<file path="src/rtl/mux_rr_16to1.sv">
// Sixteen-channel round-robin multiplexer with valid/ready handshakes and one output register.
// Emits {o, sel} so a downstream demux can route each word back by its source index.
module mux_rr_16to1 #(
    parameter int unsigned width = 8,
    parameter int unsigned snum  = 4
) (
    input  logic             clk,
    input  logic             rst,
    input  logic [width-1:0] i0,
    input  logic [width-1:0] i1,
    input  logic [width-1:0] i2,
    input  logic [width-1:0] i3,
    input  logic [width-1:0] i4,
    input  logic [width-1:0] i5,
    input  logic [width-1:0] i6,
    input  logic [width-1:0] i7,
    input  logic [width-1:0] i8,
    input  logic [width-1:0] i9,
    input  logic [width-1:0] i10,
    input  logic [width-1:0] i11,
    input  logic [width-1:0] i12,
    input  logic [width-1:0] i13,
    input  logic [width-1:0] i14,
    input  logic [width-1:0] i15,
    input  logic [15:0]      v,
    output logic [15:0]      rdy,
    output logic [width-1:0] o,
    output logic [snum-1:0]  sel,
    output logic             o_valid,
    input  logic             o_ready
);

    localparam logic [snum-1:0] one = snum'(1);

    logic [width-1:0] din [16];
    logic [width-1:0] o_q;
    logic [snum-1:0]  sel_q;
    logic             o_valid_q;
    logic [snum-1:0]  ptr_q;

    logic [snum-1:0]  gnt;
    logic [snum-1:0]  idx;
    logic             found;
    logic             load;

    always_comb begin
        din[0]  = i0;
        din[1]  = i1;
        din[2]  = i2;
        din[3]  = i3;
        din[4]  = i4;
        din[5]  = i5;
        din[6]  = i6;
        din[7]  = i7;
        din[8]  = i8;
        din[9]  = i9;
        din[10] = i10;
        din[11] = i11;
        din[12] = i12;
        din[13] = i13;
        din[14] = i14;
        din[15] = i15;
    end

    // First valid channel scanning upward from ptr, wrapping through the index width.
    always_comb begin
        found = 1'b0;
        gnt   = '0;
        idx   = '0;
        for (int j = 0; j < 16; j++) begin
            idx = ptr_q + j[snum-1:0];
            if (!found && v[idx]) begin
                found = 1'b1;
                gnt   = idx;
            end
        end
    end

    assign load = !o_valid_q || o_ready;

    always_comb begin
        rdy = '0;
        if (!rst && load && found) begin
            rdy[gnt] = 1'b1;
        end
    end

    always_ff @(posedge clk or posedge rst) begin
        if (rst) begin
            o_q       <= '0;
            sel_q     <= '0;
            o_valid_q <= 1'b0;
            ptr_q     <= '0;
        end else if (load) begin
            if (found) begin
                o_q       <= din[gnt];
                sel_q     <= gnt;
                o_valid_q <= 1'b1;
                ptr_q     <= gnt + one;
            end else begin
                // Word consumed with nothing to replace it: o and sel keep their last values.
                o_valid_q <= 1'b0;
            end
        end
    end

    assign o       = o_q;
    assign sel     = sel_q;
    assign o_valid = o_valid_q;

endmodule

</file>
<file path="config.mk">
export PLATFORM = sky130hd
export DESIGN_NAME = mux_rr_16to1
export DESIGN_NICKNAME = d
export VERILOG_FILES = /design/src/rtl/mux_rr_16to1.sv
export SDC_FILE = /design/constraint.sdc
export NUM_CORES = 1
export LEC_CHECK = 0
export ABC_AREA = 1
export CAP_MARGIN = 25
export CORE_MARGIN = 2
export CORE_UTILIZATION = 48
export CTS_CLUSTER_DIAMETER = 100
export DETAILED_ROUTE_END_ITERATION = 10
export PLACE_DENSITY = 0.9
export REMOVE_ABC_BUFFERS = 1
export SLEW_MARGIN = 20
export SYNTH_ARGS = -nofsm -noshare
export SYNTH_HDL_FRONTEND = slang
export SYNTH_SLANG_ARGS = --single-unit
</file>
<file path="constraint.sdc">
create_clock -name clk -period 14.35 [get_ports clk]
set_input_delay 2.87 -clock clk [delete_from_list [all_inputs] [get_ports clk]]
set_output_delay 2.87 -clock clk [all_outputs]
set_load 0.05 [all_outputs]
</file>
==> run summary, run 1 <==
The first global-routing pass estimated 26.3 mm of wire. The peak fanout along the critical path is 49, and the final period utilization is 73.7%. Sorting the synthesized cells by area gives the leading types as sky130_fd_sc_hd__nand3_1, sky130_fd_sc_hd__nand2_1, sky130_fd_sc_hd__dfrtp_1.

The run gives 7.71 ns as the endpoint arrival time on the critical path. The area added between synthesis and finish is 42.5%. In this run the cell area of the synthesized design comes to 4060 sq um.

The worst register-to-register path begins at ptr_q[1]. The filler cells instantiated in the layout total 740. The clock tree root buffer cell is sky130_fd_sc_hd__clkbuf_8. The routed layout has 5916 vias. Entering global routing, the biggest net connects 70 pins. The internal reg-to-reg setup slack was 7.91 ns. The number of cells on the worst reg-to-reg path is 26. TritonCTS built the clock tree.

After detailed routing, the total wire length is 17.1 mm. The placed wire-length estimate was 13.7 mm; the sequential standard cell area was 425 sq um. Of all cell types, the one taking the most synthesized area is sky130_fd_sc_hd__nand3_1. In this run the vertical extent of the chip is 96.0 um.

The run gives 9220 sq um as the floorplan die area. Setup repair after global routing left no endpoint under its margin. After detailed routing, the number of remaining DRC violations is 0. Derived from the worst setup path, the maximum achievable clock frequency is 94.5 MHz. The starting density of the core is 49.5%, and the post-route clock skew is 0.00158 ns. The element type at the critical path start is a primary input. Clock-pin slew on the worst setup and hold paths: 0.07 ns. The terminus of the critical flop-to-flop path is o[2]. After global routing the overflow that remains totals 0. The floorplan row count was 33; the average wire length per cell after detail routing was 16.8 um. The first routing iteration left 616 violations.

For this run, the post-layout net count is 1076. The min-delay analysis places its worst path in the category register to register. Port buffering added 175 buffers. The library cell used most frequently in the layout, excluding fill and tap cells, is sky130_fd_sc_hd__nand3_1. The clock sink total came out at 17. The area fraction of the dominant cell type after synthesis was 31.3%; the die boundary width was 96.0 um. The flow ran to the end, and the final reports show no timing, DRC or antenna violations.

The tools report the H-tree level count as 1. Before antenna repair, the detailed router went through 6 iterations. The number of hold-repair buffers added at the cts stage is 0. Averaged over all synthesized cells, the footprint is 5.27 sq um. The clock passes through at most 2 buffers. STA classifies the critical path endpoint as an output pin. For the worst setup path, the data required time is 11.48 ns. Leaving out fill and tap cells, the most frequent cells in the layout are sky130_fd_sc_hd__nand3_1, sky130_fd_sc_hd__nand2_1, sky130_fd_sc_hd__clkdlybuf4s50_1.

The post-route netlist has 4.36% of its cells at a drive strength greater than 1. Using the TritonRoute via totals, the vias-per-cell ratio works out to 5.79. Across the run, the number of max-cap violations was 0. Global routing used 36.4% of the available tracks. Synthesis produced a netlist whose cell count is 771. The setup path with the least slack is of type primary input to output pin. The number of failing setup endpoints in the final timing report is 0, and the number of instances on the worst hold path is 1. The post-cts gate resize count is 0. The final critical delay including setup and external delays was 10.58 ns; the number of I/O pins was 176. After clock tree synthesis, the setup repair step added 0 buffers.

The number of distinct library cells after synthesis was 35; the transition time of the tightest slew-check pin was 1.02 ns. The number of warnings issued by yosys is 0. The number of antenna violations at the first check in global routing was 0.

The most critical setup path has its startpoint at v[2]. The logs give 3150 sq um for the area of combinational cells with multiple inputs and 10.5% for the sequential-to-total area share from yosys stat. The tools report the antenna diode count as 0.

End of the critical path: rdy[15]. After synthesis the netlist holds a flip-flop and latch count of 17. The count of nets left with antenna violations once routing finished came out at 0.

The congestion estimate from routability-driven global placement came to 1.00. The worst hold path startpoint was sel[3]. The total negative setup slack was 0 ns; the total clock buffers created by CTS was 3. The final count of pins violating max slew was 0; the number of endpoints with negative hold slack in the final report was 0. The worst pin sits at a relative slew slack of 31.6%.

The number of global-route vias before repair came out at 5472. The core box area was 8220 sq um; the clock latency on the worst-skew pair was 0.25 ns.
metal layers:
layer	part of all wire (%)	vias up	wire length (um)	global-route usage, %
li1	-	2838	-	-
met1	38	2659	6510	46.3
met2	49	360	8320	60.0
met3	10	59	1780	8.93
met4	3.0	0	513	12.3
met5	0	-	0	0
cell type report:
cell class / instances / area share, %
multi-input combinational: 649 / 54.4
timing repair buffer: 179 / 30.8
sequential: 17 / 7.34
inverter: 68 / 4.41
tap: 105 / 2.27
clock buffer: 4 / 0.778
critical path: stages:
cell and delay (ns):
sky130_fd_sc_hd__clkdlybuf4s50_1 0.45, sky130_fd_sc_hd__nand2_1 0.12, sky130_fd_sc_hd__nand3_1 0.12, sky130_fd_sc_hd__nand3_1 0.16, sky130_fd_sc_hd__nand2_1 0.12, sky130_fd_sc_hd__nand2_1 0.12, sky130_fd_sc_hd__nand2_4 0.10, sky130_fd_sc_hd__nor2_8 0.14
sky130_fd_sc_hd__nand4_4 0.11, sky130_fd_sc_hd__nor2_4 0.17, sky130_fd_sc_hd__nand4_2 0.14, sky130_fd_sc_hd__nor2_4 0.21, sky130_fd_sc_hd__nand4_2 0.12, sky130_fd_sc_hd__nor2_2 0.17, sky130_fd_sc_hd__nand3_2 0.16, sky130_fd_sc_hd__nand3_2 0.10
sky130_fd_sc_hd__buf_4 0.43, sky130_fd_sc_hd__nand2_2 0.11, sky130_fd_sc_hd__inv_2 0.25, sky130_fd_sc_hd__ha_1 0.24, sky130_fd_sc_hd__nand3_1 0.20, sky130_fd_sc_hd__nor2_1 0.25, sky130_fd_sc_hd__clkdlybuf4s50_1 0.84
how the worst min path moves through the flow:
stage	to	slack, ns
floorplan	sel[0]	0.78
global placement	sel[2]	0.47
detailed placement	sel[3]	0.49
CTS	sel[3]	0.50
global route	sel[3]	0.52
finish	sel[3]	0.50
state kept, by name (all words and copies together) (netlist names):
signal / flops
o: 8
o_valid: 1
ptr_q: 4
sel: 4
synth_stat cells (all sizes together):
cell type,count
ha,11
nand3,260
nor2,86
clkbuf,5
o21bai,1
nand4,15
dfrtp,17
inv,67
buf,32
a21boi,1
nor3,2
nand2,239
a31oi,1
o21a,1
clkinv,1
xor2,7
a21oi,2
o21ai,20
xnor2,2
o31ai,1
cell families after synthesis:
family / count (synthesis) / share of synthesized area (%)
and+or+nand+nor: 602 / 67.8
buffers and inverters: 105 / 11.9
AOI/OAI and AO/OA: 27 / 3.82
DFF: 17 / 10.5
adders and majority gates: 11 / 3.39
xor gates and xnor gates: 9 / 2.59
stage by stage:
| stage | std cells | util (%) | setup slack (ns) | cell area, sq um | hold slack [ns] |
|---|---|---|---|---|---|
| 4_1_cts | 1022 | 70.5 | 3.88 | 5790 | 0.501 |
| 3_5_place_dp | 1018 | 70.0 | 3.89 | 5750 | 0.486 |
| 3_3_place_gp | 1018 | 70.0 | 4.04 | 5750 | 0.468 |
| 5_1_grt | 1022 | 70.5 | 3.34 | 5790 | 0.516 |
| 2_1_floorplan | 734 | - | 4.40 | 3830 | 0.779 |
| 6_report | 1022 | 70.5 | 3.77 | 5790 | 0.500 |
Power of run 1 is not shown: default switching activity piles up to over one toggle a cycle in this logic, so the estimate is an artifact.
==> run 2: changes to the inputs <==
--- a/config.mk
+++ b/config.mk
@@ -8,10 +8,10 @@
 export ABC_AREA = 1
 export CAP_MARGIN = 25
 export CORE_MARGIN = 2
-export CORE_UTILIZATION = 48
+export CORE_UTILIZATION = 44
 export CTS_CLUSTER_DIAMETER = 100
 export DETAILED_ROUTE_END_ITERATION = 10
-export PLACE_DENSITY = 0.9
+export PLACE_DENSITY = 0.83
 export REMOVE_ABC_BUFFERS = 1
 export SLEW_MARGIN = 20
 export SYNTH_ARGS = -nofsm -noshare
==> constraint.sdc (replaced) <==
create_clock -name clk -period 10.99 [get_ports clk]
set_input_delay 2.198 -clock clk [delete_from_list [all_inputs] [get_ports clk]]
set_output_delay 2.198 -clock clk [all_outputs]
set_load 0.05 [all_outputs]
==> run 2 against run 1 <==
  * Worst hold slack lost 0.0052 ns
  * Via count shrank 4.3%
  * Highest routed layer unchanged
  * Register-to-register slack worse by 3.5 ns
  * Cell area is the same
  * Flip-flop and latch count is the same
  * Critical path depth is 2 lower
  * Sequential share of layout area unchanged
  * Clock skew is 0.0037 ns higher
  * Die area increased by 8.7%
==> run summary, run 2 (same netlist as run 1, synthesis figures left out) <==
Critical path class: register to output pin. The logs give 10000 sq um (+8.7%) for the floorplan die area and 0 (unchanged) for the post-cts gate resize count. The run gives 0.25 ns (about the same) as the clock latency on the worst-skew pair. The tools report the clock sink total as 17 (unchanged). The number of cells on the worst reg-to-reg path came out at 23 (-12%).

Setup repair after global routing left no endpoint under its margin. The final critical delay including setup and external delays is 9.61 ns, and the area added between synthesis and finish is 42.5% (unchanged). For the number of remaining DRC errors, the log shows 0 (unchanged). The peak fanout along the critical path was 69 (+41%); the antenna diode count was 0 (unchanged). The transition time of the tightest slew-check pin was 0.965 ns (-0.0530 ns); the first-iteration detailed-routing DRC count was 314 (-49%).

The share of layout cells above drive strength 1 came out at 4.26% (-0.10 points). For the number of antenna violations at the first check in global routing, the log shows 0 (unchanged). Most frequent standard cell in the layout excluding fill and tap cells: sky130_fd_sc_hd__nand3_1.

The remaining max-slew budget at the tightest pin came out at 35.2% (+3.6 points). Based on the critical path, the design can be clocked at up to 104 MHz. The maximum buffer depth of the clock tree was 2 (unchanged); the detail-routed via count per cell was 5.51 (-4.8%).

The number of nets in the finished design was 1075 (-0.093%). The number of nets with antenna violations after detailed routing was 0 (unchanged). The critical path goes through inv_1 -> ha_1 -> inv_1 -> nand3_1 -> nand3_1 -> nand2_1 -> inv_1 -> o21ai_0 -> inv_1 -> nand4_2 -> nor2_4 -> nand4_2 -> nor2_1 -> nor2_1 -> nand3_2 -> nand2_2 -> buf_4 -> ha_1 -> nand2_1 -> nor2_1 -> clkdlybuf4s50_1. The startpoint identified for the worst register-to-register timing path is ptr_q[1]. The placer's final routability congestion estimate was 1.02 (+2.2%). The worst hold path begins at sel[1]. The library cells used most frequently in the layout, excluding fill and tap cells, are sky130_fd_sc_hd__nand3_1, sky130_fd_sc_hd__nand2_1, sky130_fd_sc_hd__clkdlybuf4s50_1. The total clock buffers created by CTS came out at 3 (unchanged). The run gives 4.44 ns (-3.47 ns) as the internal reg-to-reg setup slack. The total global-route track usage was 30.5% (-5.9 points); the worst hold margin was 0.495 ns (-0.00517 ns).

Floorplan die height: 100 um (+4.3%). The wire length of the first global-routing pass is 24.9 mm (-5.2%). The average wire length per cell after detail routing came out at 15.0 um (-10%).

The count of buffers added by post-CTS timing repair for setup is 0 (unchanged), and the number of failing setup endpoints in the final timing report is 0 (unchanged). The logs give 0 (unchanged) for the number of hold-repair buffers added at the cts stage and 63.6% (-6.9 points) for the post-layout utilization of the core. STA classifies the critical path startpoint as a register. The residual overflow from global routing was 0 (unchanged); the first-pass iteration count of the detailed router was 5 (-1).

The H-tree level count is 1 (unchanged), and the number of I/O pins is 176 (unchanged). TritonCTS built the clock tree. The total negative setup slack came out at 0 ns (unchanged). Dominant cell type by count on the critical path: sky130_fd_sc_hd__inv_1. The capturing element type of the critical path is an output pin.

The flow ran to the end, and the final reports show no timing, DRC or antenna violations. The maximum cell stage delay along the critical path works out to 0.86 ns (+0.02 ns). The largest delay contributor family on the critical path is buffers and inverters. The starting density of the core was 44.6% (-4.8 points).

The placed wire-length estimate was 12.0 mm (-12%). For the endpoint arrival time on the critical path, the log shows 7.42 ns (-0.29 ns). The critical-path cell with the highest stage delay was sky130_fd_sc_hd__ha_1. The data required time of the critical path came out at 8.79 ns (-2.69 ns). Clock tree synthesis selected as its root buffer the cell sky130_fd_sc_hd__clkbuf_8. For the number of endpoints with negative hold slack in the final report, the log shows 0 (unchanged). The run gives 0 (unchanged) as the number of maximum-capacitance violations. The floorplan row count was 35 (+6.1%). The die boundary width is 100 um (+4.3%), and the post-route clock skew is 0.00531 ns (+0.00373 ns). The clock-pin slew on the worst setup and hold paths was 0.07 ns (about the same); the core box area was 9110 sq um (+11%).

The number of buffer cells added on primary ports is 175 (unchanged). The number of instances on the worst hold path came out at 2 (+1). For the via total after detailed routing, the log shows 5659 (-4.3%). The flip-flop count of the largest register, all copies and words added was 8 (unchanged); the final period utilization was 87.5%. Number of global-route vias before repair: 5334 (-2.5%).

The logs give 70 (unchanged) for the pin count of the biggest net entering global routing and 15.4 mm (-9.9%) for the routed wire length. The terminus of the critical flop-to-flop path is o[5]. The min-delay analysis places its worst path in the category register to register. The path with the worst hold slack has its endpoint at sel[1]. The count of buffering cells on the critical path with inverters included is 6 (+2). The run gives 0 (unchanged) as the final count of pins violating max slew.
## run 2: changes by cell type in the layout (fill, tap and decap cells not counted), sizes merged
cell | before | now
buf | 4 | 3
## run 2: area by class of cell
type	instances	area (sq um)
clock buffer	4	45.0
fill	889	3320
inverter	68	255
multi-input combinational	649	3150
sequential	17	425
tap	111	139
timing repair buffer	178	1770
## run 2: tightest hold or removal path: stages, from the launching register on
cell and delay, ns:
sky130_fd_sc_hd__dfrtp_1 0.35, sky130_fd_sc_hd__nand2_1 0.05, sky130_fd_sc_hd__o21ai_0 0.06
## run 2: worst max-delay path by stage
stage | depth (start not counted) | endpoint | slack (ns) | startpoint
after CTS | 22 | rdy[3] | 1.59 | v[14]
final | 21 | rdy[6] | 1.38 | ptr_q[1]
after global placement | 22 | rdy[3] | 1.61 | v[6]
after detailed placement | 22 | rdy[3] | 1.61 | v[0]
after global routing | 19 | rdy[6] | 1.0 | ptr_q[1]
after floorplan | 20 | rdy[11] | 2.38 | v[15]
## run 2: stage by stage
| step | instances | cell area [sq um] | worst slack, ns |
|---|---|---|---|
| 2_1_floorplan | 734 | 3830 | 2.38 |
| 3_3_place_gp | 1023 | 5750 | 1.61 |
| 3_5_place_dp | 1023 | 5750 | 1.61 |
| 4_1_cts | 1027 | 5790 | 1.59 |
| 5_1_grt | 1027 | 5790 | 0.996 |
| 6_report | 1027 | 5790 | 1.38 |
## run 2: metal layers
metal / wire, um / part of all wire, % / vias up / global-route usage, %
met1: 5990 / 39 / 2517 / 35.9
met5: 0 / 0 / - / 0
li1: - / - / 2846 / -
met3: 1270 / 8.3 / 45 / 6.62
met4: 587 / 3.8 / 0 / 11.9
met2: 7580 / 49 / 251 / 54.2
Power of run 2 is left out for the same reason.
